`config.mk`:
```
export PLATFORM = sky130hd
export DESIGN_NAME = sha_256_pad
export DESIGN_NICKNAME = d
export VERILOG_FILES = /design/src/rtl/sha_256_pad_pkg.sv /design/src/rtl/sha_256_pad.sv
export SDC_FILE = /design/constraint.sdc
export NUM_CORES = 2
export LEC_CHECK = 0
export CAP_MARGIN = 10
export CORE_MARGIN = 1.5
export CORE_UTILIZATION = 52
export CTS_BUF_LIST = sky130_fd_sc_hd__clkbuf_8
export DETAILED_ROUTE_END_ITERATION = 10
export MAX_ROUTING_LAYER = met4
export PLACE_DENSITY = 0.79
export REMOVE_ABC_BUFFERS = 1
export SLEW_MARGIN = 0
export SYNTH_ARGS = -nofsm -noshare
export SYNTH_HDL_FRONTEND = slang
export SYNTH_SLANG_ARGS = --single-unit
```
`constraint.sdc`:
```
create_clock -name clk -period 5.1 [get_ports clk]
set_input_delay 0.765 -clock clk [delete_from_list [all_inputs] [get_ports clk]]
set_output_delay 0.765 -clock clk [all_outputs]
set_load 0.005 [all_outputs]
```
`src/rtl/sha_256_pad_pkg.sv`:
```
// Shared constants for the sha_256 message front-end: FSM encoding and hash mode values.
package sha_const;

  localparam logic [1:0] IDLE = 2'd0;
  localparam logic [1:0] FILL = 2'd1;
  localparam logic [1:0] SEND = 2'd2;
  localparam logic [1:0] WAIT = 2'd3;

  localparam logic [1:0] SHA224 = 2'd0;
  localparam logic [1:0] SHA256 = 2'd1;

endpackage

```
`src/rtl/sha_256_pad.sv`:
```
// FIPS 180-4 padding front-end: packs a byte-granular word stream into 512-bit blocks,
// appends 0x80 and the 64-bit bit length, and hands each block to the sha_256 core.
module sha_256_pad
  import sha_const::*;
#(
  parameter int unsigned LEN_W = 64
) (
  input  logic         clk,
  input  logic         rst,
  input  logic [1:0]   Mode,
  input  logic [31:0]  S_Data,
  input  logic [2:0]   S_Bytes,
  input  logic         S_Last,
  input  logic         S_Valid,
  output logic         S_Ready,
  output logic [511:0] Data,
  output logic [63:0]  Index,
  output logic [1:0]   Operation,
  output logic         Enable,
  input  logic         Ready,
  output logic         Done
);

  typedef struct packed {
    logic [1:0]       state;
    logic [4:0]       w;
    logic [LEN_W-1:0] bcnt;
    logic [511:0]     data;
    logic [511:0]     pend;
    logic             pend_vld;
    logic             last;
    logic [63:0]      index;
    logic [1:0]       op;
    logic             done;
  } reg_type;

  reg_type r, rin;

  // Keep the first nb bytes, place 0x80 right after them, zero the remainder.
  function automatic logic [31:0] pad_word(input logic [31:0] d, input logic [2:0] nb);
    logic [31:0] w;
    w = d;
    for (int k = 0; k < 4; k++) begin
      if (k == int'(nb)) begin
        w[31-8*k -: 8] = 8'h80;
      end else if (k > int'(nb)) begin
        w[31-8*k -: 8] = 8'h00;
      end
    end
    return w;
  endfunction

  logic             accept;
  logic [4:0]       wv;
  logic [2:0]       nb;
  logic [6:0]       off;
  logic [LEN_W-1:0] bcnt_v;
  logic [LEN_W-1:0] bitlen;
  logic [63:0]      len64;
  logic [511:0]     data_v;
  logic [511:0]     pend_v;

  always_comb begin
    rin    = r;
    rin.done = 1'b0;
    accept = S_Valid && S_Ready;
    wv     = r.w;
    bcnt_v = r.bcnt;
    data_v = r.data;
    pend_v = '0;
    nb     = 3'd4;
    off    = '0;
    bitlen = '0;
    len64  = '0;

    case (r.state)
      IDLE, FILL: begin
        if (accept) begin
          if (r.state == IDLE) begin
            rin.op    = Mode;
            rin.index = 64'd1;
            wv        = '0;
            bcnt_v    = '0;
            data_v    = '0;
          end
          if (!S_Last) begin
            data_v[32*wv +: 32] = S_Data;
            rin.w     = wv + 5'd1;
            rin.bcnt  = bcnt_v + LEN_W'(4);
            rin.last  = 1'b0;
            rin.state = (wv == 5'd15) ? SEND : FILL;
          end else begin
            nb       = (S_Bytes > 3'd4) ? 3'd4 : S_Bytes;
            off      = {wv, 2'b00} + {4'd0, nb};
            rin.bcnt = bcnt_v + LEN_W'(nb);
            bitlen   = rin.bcnt << 3;
            len64    = 64'(bitlen);
            data_v[32*wv +: 32] = pad_word(S_Data, nb);
            // A full tail word pushes the 0x80 marker into the next word, or the next block.
            if (nb == 3'd4) begin
              if (wv == 5'd15) begin
                pend_v[31:0] = 32'h8000_0000;
              end else begin
                data_v[32*(wv+5'd1) +: 32] = 32'h8000_0000;
              end
            end
            if (off <= 7'd55) begin
              data_v[479:448] = len64[63:32];
              data_v[511:480] = len64[31:0];
              rin.pend_vld    = 1'b0;
            end else begin
              pend_v[479:448] = len64[63:32];
              pend_v[511:480] = len64[31:0];
              rin.pend_vld    = 1'b1;
            end
            rin.pend  = pend_v;
            rin.last  = 1'b1;
            rin.w     = wv;
            rin.state = SEND;
          end
          rin.data = data_v;
        end
      end
      SEND: begin
        rin.state = WAIT;
      end
      default: begin
        if (Ready) begin
          if (r.pend_vld) begin
            rin.index    = r.index + 64'd1;
            rin.data     = r.pend;
            rin.pend_vld = 1'b0;
            rin.state    = SEND;
          end else if (r.last) begin
            rin.done  = 1'b1;
            rin.last  = 1'b0;
            rin.state = IDLE;
          end else begin
            rin.index = r.index + 64'd1;
            rin.data  = '0;
            rin.w     = '0;
            rin.state = FILL;
          end
        end
      end
    endcase
  end

  always_ff @(posedge clk) begin
    if (!rst) begin
      r <= '0;
    end else begin
      r <= rin;
    end
  end

  assign S_Ready   = rst && ((r.state == IDLE) || (r.state == FILL));
  assign Enable    = rst && (r.state == SEND);
  assign Data      = r.data;
  assign Index     = r.index;
  assign Operation = r.op;
  assign Done      = r.done;

endmodule

```
# Word-level counts from Yosys, hierarchy flattened

Cells that the tools add are included.

Register bits after elaboration: 748
Input port bits: 42
Output and inout port bits: 581

Add/sub/neg operators: 8
$lt $le $gt $ge: 5
Eq/ne operators: 13
Shift-type cells: 5
Multiplexer cells: 63
Bitwise operators: 3
Reduce and logical (&&, ||, !) cells: 19

Operators by type and width:

| kind                       | count |
|---|---|
| $mux 512                   | 9 |
| $bwmux 512                 | 3 |
| $mux 1163                  | 1 |
| $pmux 512 s2               | 1 |
| $shift 32x34->512 const A  | 2 |
| $shiftx 32x34->512         | 2 |
| $mux 513                   | 1 |
| $shiftx 32x34->512 const A | 1 |
| $mux 64                    | 7 |
| $mux 8                     | 19 |
| $mux 66                    | 2 |
| $pmux 66 s2                | 1 |
| $mux 71                    | 1 |
| $add 64x1->64 const B      | 1 |
| $add 64x3->64              | 1 |
| $add 64x3->64 const B      | 1 |
| $mux 32                    | 2 |
| $neg 10->34                | 1 |
| $neg 11->34                | 1 |
| $mux 5                     | 5 |
| $reduce_and 4->1           | 3 |
| $pmux 5 s2                 | 1 |
| $reduce_and 5->1           | 2 |
| $add 7x3->7                | 1 |
| 31 further kinds           | 47 |

# Logic depth before layout (Yosys ltp)

Depth after elaboration: 17
Gate-level depth with buffers: 25
Gate-level depth less buffers: 18

# Least setup slack after synthesis

No wires, ideal clock.

Kind: register -> register
Start point: reg r[1163] (netlist bit)
End point: reg r, in the netlist Data[26]
Library setup time: 117 ps
Data arrival time: 4617 ps
Setup slack: 366 ps
Cell stages (with the launch flop): 24
Buffers on the path: 7
Clock period less this slack: 4734 ps
Cell sequence: dfxtp_1 clkbuf_1 inv_1 ha_1 buf_2 buf_2 buf_2 inv_2 clkbuf_1 nand2_1 ha_1 clkbuf_1 nor3b_2 nand3_1 a21o_1 ha_1 nor2_1 nand4_1 a2111o_1 or2_1 nand3_1 a21oi_1 buf_2 a22o_1

Word-level cells in the longest chain between the ends: 13
Elaborated cells on any way between the ends: 35
Classes of those cells: add/sub: 3; eq/ne: 5; shift: 5; mux: 14; bitwise: 1; reduce/logical: 7

Ends and longest elaborated chain:

| item                                              | RTL line                                                 | text |
|---|---|---|
| from (decl)                                       | sha_256_pad.sv:37                                        | `reg_type r, rin;` |
| from (signal assigned)                            | sha_256_pad.sv:153                                       | `r <= rin;` |
| $logic_not 2->1                                   | --                                                       |  |
| $mux 5                                            | sha_256_pad.sv:79                                        | `if (r.state == IDLE) begin` |
| $mux 5                                            | sha_256_pad.sv:78                                        | `if (accept) begin` |
| $mux 5                                            | sha_256_pad.sv:76                                        | `case (r.state)` |
| $add 5x1->6 / $neg 10->34 (equally long branches) | sha_256_pad.sv:104, sha_256_pad.sv:87, sha_256_pad.sv:98 |  |
| $neg 11->34, or another cell as far along         | sha_256_pad.sv:104                                       | `data_v[32*(wv+5'd1) +: 32] = 32'h8000_0000;` |
| $shiftx 32x34->512, or another cell as far along  | sha_256_pad.sv:104                                       |  |
| $bwmux 512                                        | sha_256_pad.sv:104                                       |  |
| $mux 512                                          | sha_256_pad.sv:101                                       | `if (wv == 5'd15) begin` |
| $mux 512                                          | sha_256_pad.sv:100                                       | `if (nb == 3'd4) begin` |
| $mux 512                                          | sha_256_pad.sv:86                                        | `if (!S_Last) begin` |
| $mux 1163                                         | sha_256_pad.sv:78                                        |  |
| $pmux 512 s2                                      | sha_256_pad.sv:76                                        |  |

Parallel ways exist; a longest one is shown, timed or not. The select of a mux whose other input is x is not followed.
A chain may end at the register's enable or synchronous reset.

# Worst setup path after layout

Start point: reg r[1163] (netlist bit)
End point: reg r, in the netlist Data[18]

Same word-level chain as after synthesis.

==> results.py <==
metrics = {
    "cts": {
        "worstSkewPairLatency_ps": 870,
        "cts_tree": "done",
        "ctsResizeCount": 0,
        "cts_inserted_buffers": 132,
        "cts_buffer_depth": 3,
        "ctsHtreeMaxLevel": 4,
        "clk_pin_slew_ps": 60,
        "post-cts-setup-buffer-count": 0,
        "postCtsHoldBufs": 0,
        "root_buffer": "clkbuf_8",
        "cts_sinks": 711,
    },
    "synth": {
        "yosysWarnings": 0,
        "synth_edf_count": 0,
        "syn_inst": 6052,
        "synthTopCellsByCount": "711 x dfxtp_1, 665 x o21ai_0, 591 x nor2_1, 579 x buf_4, 543 x a21oi_1",
        "syn_avg_cell_area_um2": 7.40,
        "async_flop_share_pct": 0,
        "syn_area_um2": 44800,
        "synth_most_common_cell": "dfxtp_1",
        "ys_types": 96,
        "yosys_most_used_dff": "dfxtp_1",
        "synth_seq_cells": 711,
        "yosysSeqAreaShare_pct": 31.8,
        "yosysTopAreaCell": "dfxtp_1",
        "yosysTopAreaCellShare_pct": 31.8,
        "synthTopCellsByArea": "dfxtp_1 32%, buf_4 9.7%, o21ai_0 7.4%, a21oi_1 6.1%, nor2_1 5.0%",
    },
    "worst_setup_path": {
        "crit_path_max_fanout": 31,
        "cp_num_cells": 18,
        "reg2regPathDepth": 18,
        "slowest_stage": "ha_1",
        "critical-path-max-stage-delay_ps": 460,
        "rrSetupSlack_ps": 530,
        "crit_required_ps": 5810,
        "path_common_cell": "ha_1",
        "crit_family": "adder cells",
        "crit_start": "r[1163]",
        "reg2reg_from": "r[1163]",
        "worstPathCellList": "inv_1 > ha_4 > nand2b_1 > inv_1 > ha_1 > and3_1 > ha_1 > nand3_1 > a21o_1 > ha_1 > nor2_1 > nand4_1 > a2111o_1 > or2_1 > nand3_1 > a21oi_2 > buf_4 > a22o_1",
        "r2r_end": "Data[18]",
        "crit_end": "Data[18]",
        "cp_num_buf_inv": 3,
        "cp-start-kind": "flip-flop",
        "crit_type": "flip-flop to flip-flop",
        "arrival_ps": 5280,
        "end_kind": "flip-flop",
    },
    "sta": {
        "setup_viol": 0,
        "fin_skew_ps": 61.7,
        "tightest_slew_ps": 1380,
        "fin_crit_ps": 4570,
        "hold_viol": 0,
        "slew_headroom_pct": 7.95,
        "rsz0062_at_grt": "no",
        "drv_slew": 0,
        "max_freq_mhz": 219,
        "setup_ws_ps": 533,
        "min_period_over_period_pct": 89.5,
        "setup_tns_ps": 0,
        "fin_hold_ws_ps": 452,
    },
    "finish": {
        "areaGrowthSynthToFinish_pct": 12.1,
        "drive_gt1_share_pct": 8.03,
        "finalInstanceArea_um2": 50200,
        "utilization_pct": 58.9,
        "layout.nets": 5858,
    },
    "power_and_ir_drop": {
        "leakage_nw": 16.8,
        "ir_drop_v": 0.000217,
        "p_per_area_nw_per_um2": 253,
    },
    "min_path": {
        "hp-class": "flip-flop to flip-flop",
        "min_from": "r[545]",
    },
    "detailed_routing": {
        "vias_per_cell": 6.79,
        "wire_per_inst_um": 27.2,
        "routed_wl_mm": 192,
        "drc_errors": 0,
        "drt_iter0_markers": 7508,
        "dr.pass1.iters": 9,
        "ant_nets": 0,
        "vias": 47800,
    },
    "floorplan": {
        "dieHeight_um": 297,
        "start_util_pct": 52.5,
        "core_area_um2": 85300,
        "rows": 107,
        "dieArea_um2": 87900,
        "fp.dieW_um": 297,
        "io_pins": 623,
    },
    "grt": {
        "grt_pass1_vias": 42800,
        "grt_max_degree": 291,
        "gr-total-overflow": 0,
        "antenna_found_initial": 10,
        "grt_pass1_wl_mm": 279,
        "grt_use_total_pct": 42.7,
    },
    "run_status": {
        "status": "completed",
    },
    "placement": {
        "dp_hpwl_mm": 126,
        "preCtsSetupSlack_ps": 642,
        "place.gp.congestion": 1.00,
        "dpl_cell_area_um2": 47500,
        "placement.io_buffers": 622,
    },
    "run": {
        "cap_violations": 0,
    },
}
-- layer usage --
metal	vias up	track usage, %	share of wire, %
met1	22400	51.6	36
met2	3718	60.6	42
met3	811	13.4	14
met4	0	28.6	8.0
li1	20900	-	-
met5	-	-	0
-- final cells by class --
class / instances / area, um2
Fill cell: 7764 / 35100
Multi-Input combinational cell: 4116 / 24000
Sequential cell: 711 / 14200
Timing Repair Buffer: 804 / 7740
Clock buffer: 158 / 2170
Tap cell: 1144 / 1430
Clock inverter: 74 / 523
Inverter: 30 / 128
Antenna cell: 10 / 25.0
-- power breakdown --
group	total [mW]	internal (mW)	switching (mW)	leakage (nW)
clock	5.76	2.98	2.77	1.54
combinational	1.29	0.328	0.967	9.55
sequential	5.67	5.61	0.0608	5.74
total	12.7	8.92	3.80	16.8
-- worst min-delay path, stage by stage, from the launching register on --
cell and delay (ps):
dfxtp_1 320, nand2_1 40, o21ai_0 60
-- stage by stage --
stage | std cells | total power [mW]
2_1_floorplan | 4857 | 6.25
3_3_place_gp | 6804 | 6.99
3_5_place_dp | 6804 | 7.00
4_1_cts | 7036 | 12.6
5_1_grt | 7047 | 13.0
6_report | 7047 | 12.7
-- worst min-delay path by stage --
| stage | slack (ps) | to | depth (start not counted) |
|---|---|---|---|
| after floorplan | 420 | r[533] | 2 |
| after global placement | 430 | r[533] | 2 |
| after detailed placement | 440 | r[545] | 2 |
| after CTS | 450 | r[545] | 2 |
| after global routing | 470 | r[570] | 2 |
| final | 450 | r[545] | 2 |
-- sequential cells by signal (all words and copies together), names as in the netlist --
| signal | cells |
|---|---|
| Done | 1 |
| Index | 64 |
| Operation | 2 |
| r | 132 |
| Data | 512 |
-- kinds of logic (layout without fill, tap and decap cells) --
group / Yosys count / in the layout / synth area share, %
fa+ha+maj: 21 / 21 / 0.603
mux: 13 / 13 / 0.296
buf+inv: 1225 / 1066 / 15.2
xor+xnor: 162 / 162 / 3.17
flops: 711 / 711 / 31.8
compound gates: 2077 / 2077 / 29.5
other cells: 0 / 10 / 0
simple gates: 1843 / 1843 / 19.4
-- cells in the final DEF (no fill, tap or decap), drive strengths merged, types with 14 or more instances in the layout --
cell and n:
dfxtp 711, o21ai 674, clkdlybuf4s50 619, nor2 591, a21oi 543, nand2 413, nand3 368, a32oi 221
buf 185, clkbuf 158, xnor2 110, a31oi 107, nor3 103, a22o 94, and3 83, inv 78
o31ai 70, a22oi 66, a32o 66, nand4 58, nor2b 53, xor2 52, nor4 43, and2 33
a221oi 30, a31o 28, a211oi 24, clkinv 22, ha 20, o211ai 19, a21o 16, or3 16
o2bb2ai 15, a221o 14
No activity file was read; power rests on OpenSTA's default activity.
